File: config.mk
export PLATFORM = sky130hd
export DESIGN_NAME = imem_boot_loader_flat
export DESIGN_NICKNAME = d
export VERILOG_FILES = /design/src/rtl/imem_boot_loader_pkg.sv /design/src/rtl/imem_boot_loader_if.sv /design/src/rtl/imem_boot_loader_packer.sv /design/src/rtl/imem_boot_loader.sv /design/src/flat_wrapper.sv
export SDC_FILE = /design/constraint.sdc
export NUM_CORES = 1
export LEC_CHECK = 0
export ABC_CLOCK_PERIOD_IN_PS = 2460
export BUFFER_PORTS_ARGS = -buffer_cell sky130_fd_sc_hd__buf_2
export CAP_MARGIN = 15
export CORE_MARGIN = 2
export CORE_UTILIZATION = 53
export DETAILED_ROUTE_END_ITERATION = 8
export GPL_ROUTABILITY_DRIVEN = 1
export PLACE_DENSITY_LB_ADDON = 0.08
export SYNTH_ARGS = -nofsm -noshare
export SYNTH_HDL_FRONTEND = slang
export SYNTH_SLANG_ARGS = --single-unit
File: constraint.sdc
create_clock -name clk -period 2.46 [get_ports clk]
set_clock_uncertainty 0.2 [all_clocks]
set_input_delay 0.246 -clock clk [delete_from_list [all_inputs] [get_ports clk]]
set_output_delay 0.246 -clock clk [all_outputs]
set_load 0.005 [all_outputs]
File: src/rtl/imem_boot_loader_pkg.sv
// Shared definitions for the instruction-memory boot loader and its host-side models.
package imem_boot_loader_pkg;

  typedef enum logic [2:0] {
    LB_IDLE,
    LB_LEN_HI,
    LB_LEN_LO,
    LB_DATA,
    LB_CSUM,
    LB_DONE,
    LB_ERROR
  } lb_state_e;

  localparam int LB_LEN_BYTES  = 2;
  localparam int LB_WORD_BYTES = 4;
  localparam int LB_LEN_W      = 16;

  // A frame fits when its word count does not exceed the memory depth.
  function automatic logic lb_len_ok(input logic [LB_LEN_W-1:0] n, input int addr_w);
    return {1'b0, n} <= (17'd1 << addr_w);
  endfunction

endpackage

File: src/rtl/imem_boot_loader_if.sv
// Host byte port plus instruction-memory write port and loader status.
interface imem_boot_loader_if #(parameter int ADDR_W = 8);
  logic              start;
  logic [7:0]        in_data;
  logic              in_valid;
  logic              in_ready;
  logic              imem_we;
  logic [ADDR_W-1:0] imem_addr;
  logic [31:0]       imem_wdata;
  logic              core_run;
  logic              busy;
  logic              boot_err;

  modport master (
    output start, in_data, in_valid,
    input  in_ready, imem_we, imem_addr, imem_wdata, core_run, busy, boot_err
  );

  modport slave (
    input  start, in_data, in_valid,
    output in_ready, imem_we, imem_addr, imem_wdata, core_run, busy, boot_err
  );
endinterface

File: src/rtl/imem_boot_loader_packer.sv
// Packs big-endian payload bytes into 32-bit words; word_vld_o pulses the cycle after the 4th byte.
module lb_word_packer (
  input  logic        clk,
  input  logic        rst_n,
  input  logic        clr_i,
  input  logic        byte_vld_i,
  input  logic [7:0]  byte_i,
  output logic        last_byte_o,
  output logic        word_vld_o,
  output logic [31:0] word_o
);

  logic [1:0]  cnt_q,   cnt_d;
  logic [23:0] shift_q, shift_d;
  logic [31:0] word_q,  word_d;
  logic        vld_q,   vld_d;

  assign last_byte_o = (cnt_q == 2'd3);
  assign word_vld_o  = vld_q;
  assign word_o      = word_q;

  always_comb begin
    cnt_d   = cnt_q;
    shift_d = shift_q;
    word_d  = word_q;
    vld_d   = 1'b0;
    if (clr_i) begin
      cnt_d   = 2'd0;
      shift_d = '0;
    end else if (byte_vld_i) begin
      cnt_d = cnt_q + 2'd1;
      if (last_byte_o) begin
        word_d = {shift_q, byte_i};
        vld_d  = 1'b1;
      end else begin
        shift_d = {shift_q[15:0], byte_i};
      end
    end
  end

  always_ff @(posedge clk or negedge rst_n) begin
    if (!rst_n) begin
      cnt_q   <= '0;
      shift_q <= '0;
      word_q  <= '0;
      vld_q   <= 1'b0;
    end else begin
      cnt_q   <= cnt_d;
      shift_q <= shift_d;
      word_q  <= word_d;
      vld_q   <= vld_d;
    end
  end

endmodule

File: src/rtl/imem_boot_loader.sv
// Framed byte-stream loader: LEN(2) | 4*N payload | XOR checksum; releases core_run on a clean load.
module imem_boot_loader
  import imem_boot_loader_pkg::*;
#(
  parameter int ADDR_W = 8
) (
  input  logic              clk,
  input  logic              rst_n,
  imem_boot_loader_if.slave bus
);

  lb_state_e         state_q, state_d;
  logic [15:0]       len_q,   len_d;
  logic [15:0]       wcnt_q,  wcnt_d;
  logic [ADDR_W-1:0] waddr_q, waddr_d;
  logic [7:0]        csum_q,  csum_d;

  logic        loading, accept, last_byte, word_vld;
  logic [31:0] word;
  logic [15:0] len_rx;

  assign loading = (state_q == LB_LEN_HI) || (state_q == LB_LEN_LO) ||
                   (state_q == LB_DATA)   || (state_q == LB_CSUM);
  // start owns the cycle: the byte presented alongside it is refused.
  assign accept  = bus.in_valid && loading && !bus.start;
  assign len_rx  = {len_q[15:8], bus.in_data};

  lb_word_packer u_packer (
    .clk         (clk),
    .rst_n       (rst_n),
    .clr_i       (bus.start),
    .byte_vld_i  (accept && (state_q == LB_DATA)),
    .byte_i      (bus.in_data),
    .last_byte_o (last_byte),
    .word_vld_o  (word_vld),
    .word_o      (word)
  );

  always_comb begin
    state_d = state_q;
    len_d   = len_q;
    wcnt_d  = wcnt_q;
    waddr_d = waddr_q;
    csum_d  = csum_q;
    if (word_vld) waddr_d = waddr_q + 1'b1;
    if (bus.start) begin
      state_d = LB_LEN_HI;
      len_d   = '0;
      wcnt_d  = '0;
      waddr_d = '0;
      csum_d  = '0;
    end else if (accept) begin
      csum_d = csum_q ^ bus.in_data;
      unique case (state_q)
        LB_LEN_HI: begin
          len_d   = {bus.in_data, 8'h00};
          state_d = LB_LEN_LO;
        end
        LB_LEN_LO: begin
          len_d = len_rx;
          if (!lb_len_ok(len_rx, ADDR_W)) state_d = LB_ERROR;
          else if (len_rx == 16'd0)       state_d = LB_CSUM;
          else                            state_d = LB_DATA;
        end
        LB_DATA: begin
          if (last_byte) begin
            wcnt_d = wcnt_q + 16'd1;
            if (wcnt_q == len_q - 16'd1) state_d = LB_CSUM;
          end
        end
        LB_CSUM: state_d = ((csum_q ^ bus.in_data) == 8'h00) ? LB_DONE : LB_ERROR;
        default: state_d = state_q;
      endcase
    end
  end

  always_ff @(posedge clk or negedge rst_n) begin
    if (!rst_n) begin
      state_q <= LB_IDLE;
      len_q   <= '0;
      wcnt_q  <= '0;
      waddr_q <= '0;
      csum_q  <= '0;
    end else begin
      state_q <= state_d;
      len_q   <= len_d;
      wcnt_q  <= wcnt_d;
      waddr_q <= waddr_d;
      csum_q  <= csum_d;
    end
  end

  assign bus.in_ready   = loading && !bus.start;
  assign bus.busy       = loading;
  assign bus.core_run   = (state_q == LB_DONE);
  assign bus.boot_err   = (state_q == LB_ERROR);
  assign bus.imem_we    = word_vld;
  assign bus.imem_addr  = waddr_q;
  assign bus.imem_wdata = word;

endmodule

File: src/flat_wrapper.sv
// flat-port wrapper written by rule: the top's interface ports become plain ports
module imem_boot_loader_flat import imem_boot_loader_pkg::*;
#(
  parameter int ADDR_W = 8
)
  (clk, rst_n, bus_start, bus_in_data, bus_in_valid, bus_in_ready, bus_imem_we, bus_imem_addr, bus_imem_wdata, bus_core_run, bus_busy, bus_boot_err);
  imem_boot_loader_if #(.ADDR_W(ADDR_W)) bus_i ();
  input  logic clk;
  input  logic rst_n;
  input wire logic [$bits(bus_i.start)-1:0] bus_start;
  input wire logic [$bits(bus_i.in_data)-1:0] bus_in_data;
  input wire logic [$bits(bus_i.in_valid)-1:0] bus_in_valid;
  output wire logic [$bits(bus_i.in_ready)-1:0] bus_in_ready;
  output wire logic [$bits(bus_i.imem_we)-1:0] bus_imem_we;
  output wire logic [$bits(bus_i.imem_addr)-1:0] bus_imem_addr;
  output wire logic [$bits(bus_i.imem_wdata)-1:0] bus_imem_wdata;
  output wire logic [$bits(bus_i.core_run)-1:0] bus_core_run;
  output wire logic [$bits(bus_i.busy)-1:0] bus_busy;
  output wire logic [$bits(bus_i.boot_err)-1:0] bus_boot_err;
  assign bus_i.start = bus_start;
  assign bus_i.in_data = bus_in_data;
  assign bus_i.in_valid = bus_in_valid;
  assign bus_in_ready = bus_i.in_ready;
  assign bus_imem_we = bus_i.imem_we;
  assign bus_imem_addr = bus_i.imem_addr;
  assign bus_imem_wdata = bus_i.imem_wdata;
  assign bus_core_run = bus_i.core_run;
  assign bus_busy = bus_i.busy;
  assign bus_boot_err = bus_i.boot_err;
  imem_boot_loader #(.ADDR_W(ADDR_W)) u_core (.clk(clk), .rst_n(rst_n), .bus(bus_i));
endmodule
Yosys cells after proc, flatten, opt, wreduce, memory -nomap -nowiden
Index checks and enable logic that the tools add are counted.
{"block": "totals", "word_cells": 80, "out_inout_bits": 45, "in_bits": 12, "reg_bits": 110}
{"block": "classes", "n_mux": 27, "add_sub_neg": 4, "n_eq_ne": 12, "n_bitwise": 2, "order_cmp": 1, "reduce_logical": 24}
{"cell": "$mux W16", "count": 6}
{"cell": "$mux W24", "count": 3}
{"cell": "$mux W8", "count": 4}
{"cell": "$pmux W16 S2", "count": 1}
{"cell": "$mux W3", "count": 6}
{"cell": "$add A16 B1 Y16 const B", "count": 1}
{"cell": "$eq A16 B16 Y1", "count": 1}
{"cell": "$le A16 B9 Y1 const B", "count": 1}
{"cell": "$logic_not A16 Y1", "count": 1}
{"cell": "$sub A16 B1 Y16 const B", "count": 1}
{"cell": "$pmux W3 S4", "count": 1}
{"cell": "$reduce_bool A2 Y1", "count": 6}
{"cell": "$eq A3 B3 Y1 const B", "count": 3}
{"cell": "$reduce_and A3 Y1", "count": 3}
{"cell": "$add A8 B1 Y8 const B", "count": 1}
{"cell": "$logic_not A8 Y1", "count": 1}
{"cell": "$xor A8 B8 Y8", "count": 1}
{"cell": "$eq A3 B2 Y1 const B", "count": 2}
{"cell": "$mux W2", "count": 3}
{"cell": "$reduce_bool A5 Y1", "count": 1}
{"cell": "$logic_and A1 B1 Y1", "count": 4}
{"cell": "$ne A2 B2 Y1 const B", "count": 2}
{"cell": "$reduce_and A2 Y1", "count": 2}
{"cell": "$reduce_and A4 Y1", "count": 1}
{"cell": "other kinds (10)", "count": 14}

Logic depth before layout (Yosys ltp)
Gate-level depths: netlist of run 1.
{"block": "logic_depth", "word_depth": 9, "mapped_depth": 8, "ltp_nobuf": 8}

Modules after synthesis
From an unflattened synthesis of run 1, not the netlist that was laid out.
{"block": "hier_totals", "hier_cells": 528, "hier_area_um2": 5570.3}
{"module": "imem_boot_loader", "seq_area_each_um2": 1276.2, "n_inst": 1, "cells_each": 344, "area_each_um2": 3134.3}
{"module": "lb_word_packer", "seq_area_each_um2": 1476.4, "n_inst": 1, "cells_each": 184, "area_each_um2": 2436.1}

Worst setup path after synthesis of run 1
OpenSTA, ideal clock, no wires.
{"block": "synth_path", "kind": "register -> register", "from": "register u_core.len_q[3]", "to": "register u_core.state_q[1]", "setup_ps": 104, "arrival_ps": 2195, "t_required_ps": 2156, "stages_incl_launch_ff": 8, "path_slack_ps": -38, "period_less_slack_ps": 2498, "cell_sequence": "dfrtp_1 -> buf_6 -> or4_1 -> or4_4 -> o31a_1 -> o221ai_2 -> nor4_4 -> o41ai_2"}
{"block": "synth_via", "elab_chain_len": 4}
{"element": "from (decl)", "line": "imem_boot_loader.sv:13", "text": "logic [15:0] len_q, len_d;"}
{"element": "from (signal assigned)", "line": "imem_boot_loader.sv:86", "text": "len_q <= len_d;"}
{"element": "$sub A16 B1 Y16", "line": "imem_boot_loader.sv:68", "text": "if (wcnt_q == len_q - 16'd1) state_d = LB_CSUM;"}
{"element": "$eq A16 B16 Y1", "line": "imem_boot_loader.sv:68"}
{"element": "$ne A3 B3 Y1 (no line)"}
{"element": "$reduce_and A4 Y1 (no line)"}
{"element": "to (signal assigned)", "line": "imem_boot_loader.sv:85", "text": "state_q <= state_d;"}
{"element": "to (decl)", "line": "imem_boot_loader.sv:12", "text": "lb_state_e state_q, state_d;"}
No other way between the ends.
A chain may end at the register's enable or synchronous reset.

Worst setup path after layout of run 1
{"block": "layout_path", "from": "register u_core.len_q[0]", "to": "register u_core.state_q[2]"}
The elaborated chain is that of the path after synthesis.

==> results by group, run 1 <==
Synthesis
  • Top cells by area, synth: dfrtp_1, mux2_1, xor2_1
  • Ys flop type: dfrtp_1
  • Syn_area_per_cell: 10.2 um2
  • EDFF count, synth: 0
  • Count leader, synth: dfrtp_1
  • Synth warn: 0
  • Seq/Total Area, Yosys: 0.500
  • Async SR Flop Fraction: 1.00
  • Post-Synthesis Cells: 541
  • Post-synth top area share: 0.500
  • Syn nets: 557
  • FF+latch count, synth: 110
  • Unique masters post-synth: 57
  • Largest area contributor in the netlist: dfrtp_1
  • Commonest cells post-synth: dfrtp_1, nand2_1, xor2_1
  • Cell area after synthesis: 5500 um2

Job
  • Max Cap Violations: 0

Worst setup path
  • WP data arrival: 2.65 ns
  • Critical path class: flop to flop
  • Crit path depth: 8
  • Crit path max fanout: 3
  • Crit path max-delay family: simple AND/OR/NAND/NOR gates
  • Flop-to-flop setup slack: -0.08 ns
  • Crit path buffers/inverters: 1
  • Critical path capture point type: flop
  • Slowest-stage cell, CP: or4b_4
  • Worst Setup SP: u_core.len_q[0]
  • Crit path capture: u_core.state_q[2]
  • CP peak stage delay: 0.50 ns
  • CP cell instances: inv_1 -> ha_2 -> nand2b_1 -> or4b_4 -> a2111oi_4 -> o2111ai_4 -> nor4_4 -> o2bb2ai_1
  • R2R Path End: u_core.state_q[2]
  • CP Launch Type: flop
  • Worst EP required: 2.57 ns
  • Depth of the most critical reg-to-reg path: 8
  • Worst reg2reg path startpoint: u_core.len_q[0]

Layout
  • Filler cells: 864
  • Footprint of the multi-input gates: 2570 um2
  • Ant. Diodes: 0
  • Share of cells above drive strength 1: 0.196
  • Register area: 2750 um2
  • Final net count: 628
  • Layout area overhead: 15.3%

Run status
  • Failing checks: negative setup slack
  • Status: finished with violations

Global routing
  • Vias in the first global route: 3974
  • GRT Total Usage: 0.229
  • Grt total ovfl: 0
  • Global-route wire length before repair: 20200 um
  • Initial antenna violation count: 0
  • Largest net degree at the start of global routing: 71

STA
  • Fmax: 394 MHz
  • Max-slew violation count: 0
  • Final min period: 2.54 ns
  • Final critical-path share of the clock period: 1.03
  • Max-slew headroom: 0.638
  • Slack of the critical path: -0.0793 ns
  • Final hold violations: 0
  • Setup Viol. Count Final: 3
  • Hold_ws: 0.0147 ns
  • RSZ-0062 raised after global routing: yes
  • Slew @ Worst Pin: 0.543 ns

Drt
  • Routed length per instance: 15.8 um
  • Antenna-violating nets left: 0
  • Wirelength, routed: 11900 um
  • Initial drt markers: 166
  • Vias per Instance: 5.41
  • Via count: 4075
  • DRC: 0
  • Drt first pass iters: 4

Power and ir drop
  • VDD IR max: 355 uV
  • Leak: 3.15 nW
  • Power per cell area: 603 nW/um2
  • Final Total Pwr: 3.82 mW

Floorplanning
  • Full die area: 11200 um2
  • IO Pins: 57
  • Initial Utilization: 0.540
  • Core ar.: 10200 um2
  • Die Wd: 106 um
  • Row count: 37
  • DIE HEIGHT: 106 um

Place
  • Port Buffers: 56
  • Dpl hpwl: 8190 um
  • Placer Congestion: 0.874

Clock tree
  • CTS Buf Count: 9
  • Clock Tree Root: clkbuf_8
  • Worst-path clk slew: 0.11 ns
  • Sink Count: 110
  • Clk_lat worst skew: 0.38 ns
  • CTS tree: done
  • Max H-tree Level: 3
  • Maximum clock path buffer count: 2

Min path
  • Tightest Hold Check Type: input pin to flop
cells by family (layout without fill, tap and decap cells):
logic type	Yosys count	in the layout	synth area share
AOI/OAI and AO/OA	64	64	0.0807
xor gates and xnor gates	57	57	0.0907
adders and majority gates	4	4	0.00910
buffers and inverters	42	118	0.0378
DFF	110	110	0.500
muxes	34	34	0.0691
and+or+nand+nor	230	230	0.212
flip-flops by register name, summed over array words and instances (netlist names):
signal	flops
u_core.wcnt_q	16
u_core.u_packer.word_o	32
u_core.u_packer.shift_q	24
u_core.bus.imem_addr	8
u_core.u_packer.word_vld_o	1
u_core.state_q	3
u_core.u_packer.cnt_q	2
u_core.len_q	16
u_core.csum_q	8
power by group:
part           total (mW)  internal, mW  switching [mW]  leakage [nW]
Combinational       0.859         0.356           0.503          1.53
Sequential           1.93          1.87          0.0598          1.52
Clock                1.03         0.408           0.622        0.0960
Total                3.82          2.64            1.18          3.15
cell type report:
cell class	instances	area share
Clock inverter	5	0.00612
Timing Repair Buffer	98	0.103
Inverter	4	0.00237
Multi-Input combinational cell	389	0.405
Tap cell	136	0.0268
Sequential cell	110	0.434
Clock buffer	11	0.0223
metrics by stage:
stage	worst slack (ns)	util	instances	TNS, ns	area [um2]
finish	-0.0793	0.623	753	-0.216	6340
global route	-0.203	0.623	753	-0.567	6340
CTS	-0.0849	0.622	753	-0.235	6340
detailed placement	-0.0779	0.594	727	-0.219	6050
global placement	-0.0281	0.594	727	-0.0711	6050
floorplan	-0.0382	-	541	-0.0889	5500
worst min-delay path by stage:
| stage | startpoint | end | slack [ns] | cells past startpoint |
|---|---|---|---|---|
| 4_1_cts | bus_in_data[4] | u_core.u_packer.shift_q[4] | 0.007 | 3 |
| 5_1_grt | bus_in_data[3] | u_core.u_packer.shift_q[3] | 0.01 | 3 |
| 2_1_floorplan | rst_n | u_core.bus.imem_addr[0] | -0.25 | 0 |
| 6_report | bus_in_data[3] | u_core.u_packer.shift_q[3] | 0.01 | 3 |
| 3_3_place_gp | rst_n | u_core.u_packer.shift_q[23] | 0.09 | 2 |
| 3_5_place_dp | rst_n | u_core.u_packer.shift_q[21] | 0.09 | 2 |
tightest hold or removal path, delay by kind of cell:
| kind | cells | cell delay [ns] |
|---|---|---|
| buffers and inverters | 1 | 0.18 |
| AND/OR/NAND/NOR | 1 | 0.08 |
| AO/OA/AOI/OAI | 1 | 0.06 |
placed cells by master, fill, tap and decap left out, types with 5 or more instances in the layout:
cell type | synthesis | routed
a21oi_1 | 35 | 35
and3_1 | 6 | 6
buf_2 | 4 | 55
buf_4 | 2 | 32
clkbuf_8 | 0 | 10
dfrtp_1 | 110 | 110
dlygate4sd3_1 | 0 | 8
mux2_1 | 32 | 32
nand2_1 | 93 | 93
nand3_1 | 18 | 18
nand3b_1 | 14 | 14
nand4_1 | 9 | 9
nor2_1 | 39 | 39
nor2b_1 | 7 | 6
nor3_1 | 8 | 7
nor4_1 | 5 | 5
o21ai_0 | 5 | 5
or3_1 | 8 | 8
xnor2_1 | 17 | 17
xor2_1 | 40 | 40
per-layer routing:
metal	global-route usage	vias up	share of wire
met5	0	-	0
met4	0.0808	0	0.015
met3	0.0291	16	0.033
met2	0.359	83	0.48
met1	0.328	1990	0.48
li1	-	1986	-
what timing repair did:
| action | 4_1_cts | 5_1_grt |
|---|---|---|
| endpoints found under the setup margin | 3 | 3 |
| pin swaps | 0 | 2 |
| buffers inserted | 2 | 0 |
| hold buffers | 8 | 0 |
| hold endpoints to repair | 125 | 0 |
| gates resized for setup | 2 | 1 |
Note: power is estimated with default switching activity, not from simulation.
==> run 2, diff against run 1 <==
ABC_CLOCK_PERIOD_IN_PS = 2250   (was 2460)
clock period = 2.25 ns   (was 2.46 ns; I/O delays follow)
==> results by group, run 2 (synthesis results as in run 1) <==
Run status
  • Status: finished with violations
  • Failing checks: negative setup slack

Drt
  • Routed length per instance: 15.5 um (-2.0%)
  • DRC: 0 (unchanged)
  • Wire length on met2: 5430 um (-4.4%)
  • Antenna-violating nets left: 0 (unchanged)
  • Wirelength, routed: 11900 um (-0.22%)
  • Initial drt markers: 172 (+3.6%)
  • Drt first pass iters: 5 (+1)
  • Top Layer Used: met4
  • Vias per Instance: 5.42 (+0.17%)
  • Via count: 4158 (+2.0%)
  • Met1 WL: 5860 um (+3.3%)
  • DR WL met3: 512 um (+28%)

Power and ir drop
  • Sw Ratio: 0.288 (-0.0217)
  • Final Total Pwr: 4.45 mW (+16%)
  • Leak: 3.23 nW (+2.7%)
  • Int Pwr: 3.17 mW (+20%)
  • Clock power frac: 0.304 (+0.035)
  • Power per cell area: 684 nW/um2 (+13%)
  • Seq pwr share: 0.474 (-0.032)
  • Switching power: 1.28 mW (+8.2%)
  • VDD IR max: 503 uV (+42%)
  • Logic gate share of total power: 0.221 (-0.004)

Global routing
  • Global-route wire length before repair: 19900 um (-1.4%)
  • Largest net degree at the start of global routing: 111 (+56%)
  • GRT Total Usage: 0.227 (-0.00201)
  • Initial antenna violation count: 0 (unchanged)
  • Vias in the first global route: 3958 (-0.40%)
  • Grt total ovfl: 0 (unchanged)

Layout
  • Most frequent cells in the layout: dfrtp_1, nand2_1, buf_2
  • Commonest non-fill, non-tap cell in the layout: dfrtp_1
  • Filler cells: 856 (-0.93%)
  • Register area: 2750 um2 (unchanged)
  • Layout area overhead: 18.3%
  • Ant. Diodes: 0 (unchanged)
  • Final net count: 642 (+2.2%)
  • Share of cells above drive strength 1: 0.216 (+0.0194)
  • Core Util, Final: 0.639 (+0.0161)
  • Max reg flops: 32 (unchanged)
  • Footprint of the multi-input gates: 2580 um2 (+0.58%)

Clock tree
  • CTS Buf Count: 9 (unchanged)
  • Clk_lat worst skew: 0.38 ns (about the same)
  • Worst-path clk slew: 0.10 ns (about the same)
  • Maximum clock path buffer count: 2 (unchanged)
  • CTS tree: done
  • Sink Count: 110 (unchanged)
  • Clock Tree Root: clkbuf_8
  • Max H-tree Level: 3 (unchanged)

Worst setup path
  • Critical path capture point type: flop
  • Critical path class: flop to flop
  • Worst reg2reg path startpoint: u_core.len_q[4]
  • Worst Setup SP: u_core.len_q[4]
  • Worst EP required: 2.34 ns (-0.23 ns)
  • Crit path max fanout: 3 (unchanged)
  • WP data arrival: 2.65 ns (about the same)
  • CP Launch Type: flop
  • Flop-to-flop setup slack: -0.31 ns (-0.23 ns)

Floorplanning
  • Initial Utilization: 0.540 (unchanged)
  • Core ar.: 10200 um2 (unchanged)
  • Die Wd: 106 um (unchanged)
  • DIE HEIGHT: 106 um (unchanged)
  • IO Pins: 57 (unchanged)
  • Full die area: 11200 um2 (unchanged)
  • Row count: 37 (unchanged)

Place
  • Dpl ws: -0.334 ns (-0.256 ns)
  • Dpl hpwl: 8230 um (+0.45%)
  • Port Buffers: 56 (unchanged)
  • Placer Congestion: 0.817 (-6.5%)

STA
  • Fmax: 391 MHz (-0.62%)
  • Final min period: 2.56 ns (+0.0159 ns)
  • Max-slew headroom: 0.609 (-0.0293)
  • Hold_ws: 0.0866 ns (+0.0719 ns)
  • Setup Viol. Count Final: 3 (unchanged)
  • Slack of the critical path: -0.305 ns (-0.226 ns)
  • RSZ-0062 raised after global routing: yes
  • Slew @ Worst Pin: 0.587 ns (+0.0439 ns)
  • Max-slew violation count: 0 (unchanged)
  • Final critical-path share of the clock period: 1.14 (+0.103)
  • Final hold violations: 0 (unchanged)

Min path
  • Min-delay src: bus_in_valid
  • Tightest Hold Check Type: input pin to flop

Job
  • Max Cap Violations: 0 (unchanged)
-- run 2: cell types whose count changed in the layout (fill, tap and decap cells not counted), sizes merged --
cell | previous run | this run
buf | 90 | 102
inv | 7 | 5
clkinvlp | 0 | 1
clkinv | 2 | 0
clkbuf | 11 | 12
bufinv | 0 | 2
dlygate4sd3 | 8 | 10
-- run 2: stage by stage --
| stage | cells | cell area [um2] | setup TNS (ns) |
|---|---|---|---|
| global placement | 740 | 6140 | -0.772 |
| detailed placement | 740 | 6140 | -0.947 |
| global route | 767 | 6510 | -1.11 |
| CTS | 767 | 6480 | -0.959 |
| finish | 767 | 6510 | -0.870 |
| floorplan | 541 | 5500 | -0.719 |
-- run 2: path summary, 6_finish.rpt --
kind / cells past startpoint / end
worst max-delay path: 6 / u_core.state_q[1]
worst min-delay path: 3 / u_core.state_q[0]
worst max register to register: 6 / u_core.state_q[1]
worst min register to register: 1 / u_core.u_packer.word_o[18]
max in group asynchronous: 3 / u_core.len_q[9]
min in group asynchronous: 3 / u_core.u_packer.word_o[31]
-- run 2: area by class of cell --
type | instances | area share
Inverter | 4 | 0.00231
Timing Repair Buffer | 112 | 0.116
Clock inverter | 4 | 0.0117
Multi-Input combinational cell | 389 | 0.397
Tap cell | 136 | 0.0262
Clock buffer | 12 | 0.0238
Sequential cell | 110 | 0.423
-- run 2: power by group through the flow --
stage          clock [mW]  combinational, mW  sequential, mW
6_report             1.35              0.984            2.11
5_1_grt              1.47               1.09            2.12
4_1_cts              1.40              0.968            2.11
3_5_place_dp            0              0.946            2.15
3_3_place_gp            0              0.936            2.14
2_1_floorplan           0              0.647            2.14
-- run 2: repair_timing --
item	in CTS	in global routing
endpoints found under the hold margin	138	0
hold buffers	10	0
setup endpoints to repair	3	3
pin swaps	6	2
resized for setup	1	6
buffers inserted	1	0
-- run 2: routing by layer --
layer,track usage,up-vias
met1,0.335,2046
met3,0.0532,7
met4,0.0573,0
met2,0.338,93
li1,-,2012
met5,0,-
-- run 2: critical path, stage by stage (launching register included) --
cell      delay (ns)
dfrtp_1         0.40
or4_4           0.54
or4_4           0.52
o31a_1          0.27
o221ai_2        0.21
nor4_4          0.08
o41ai_2         0.26
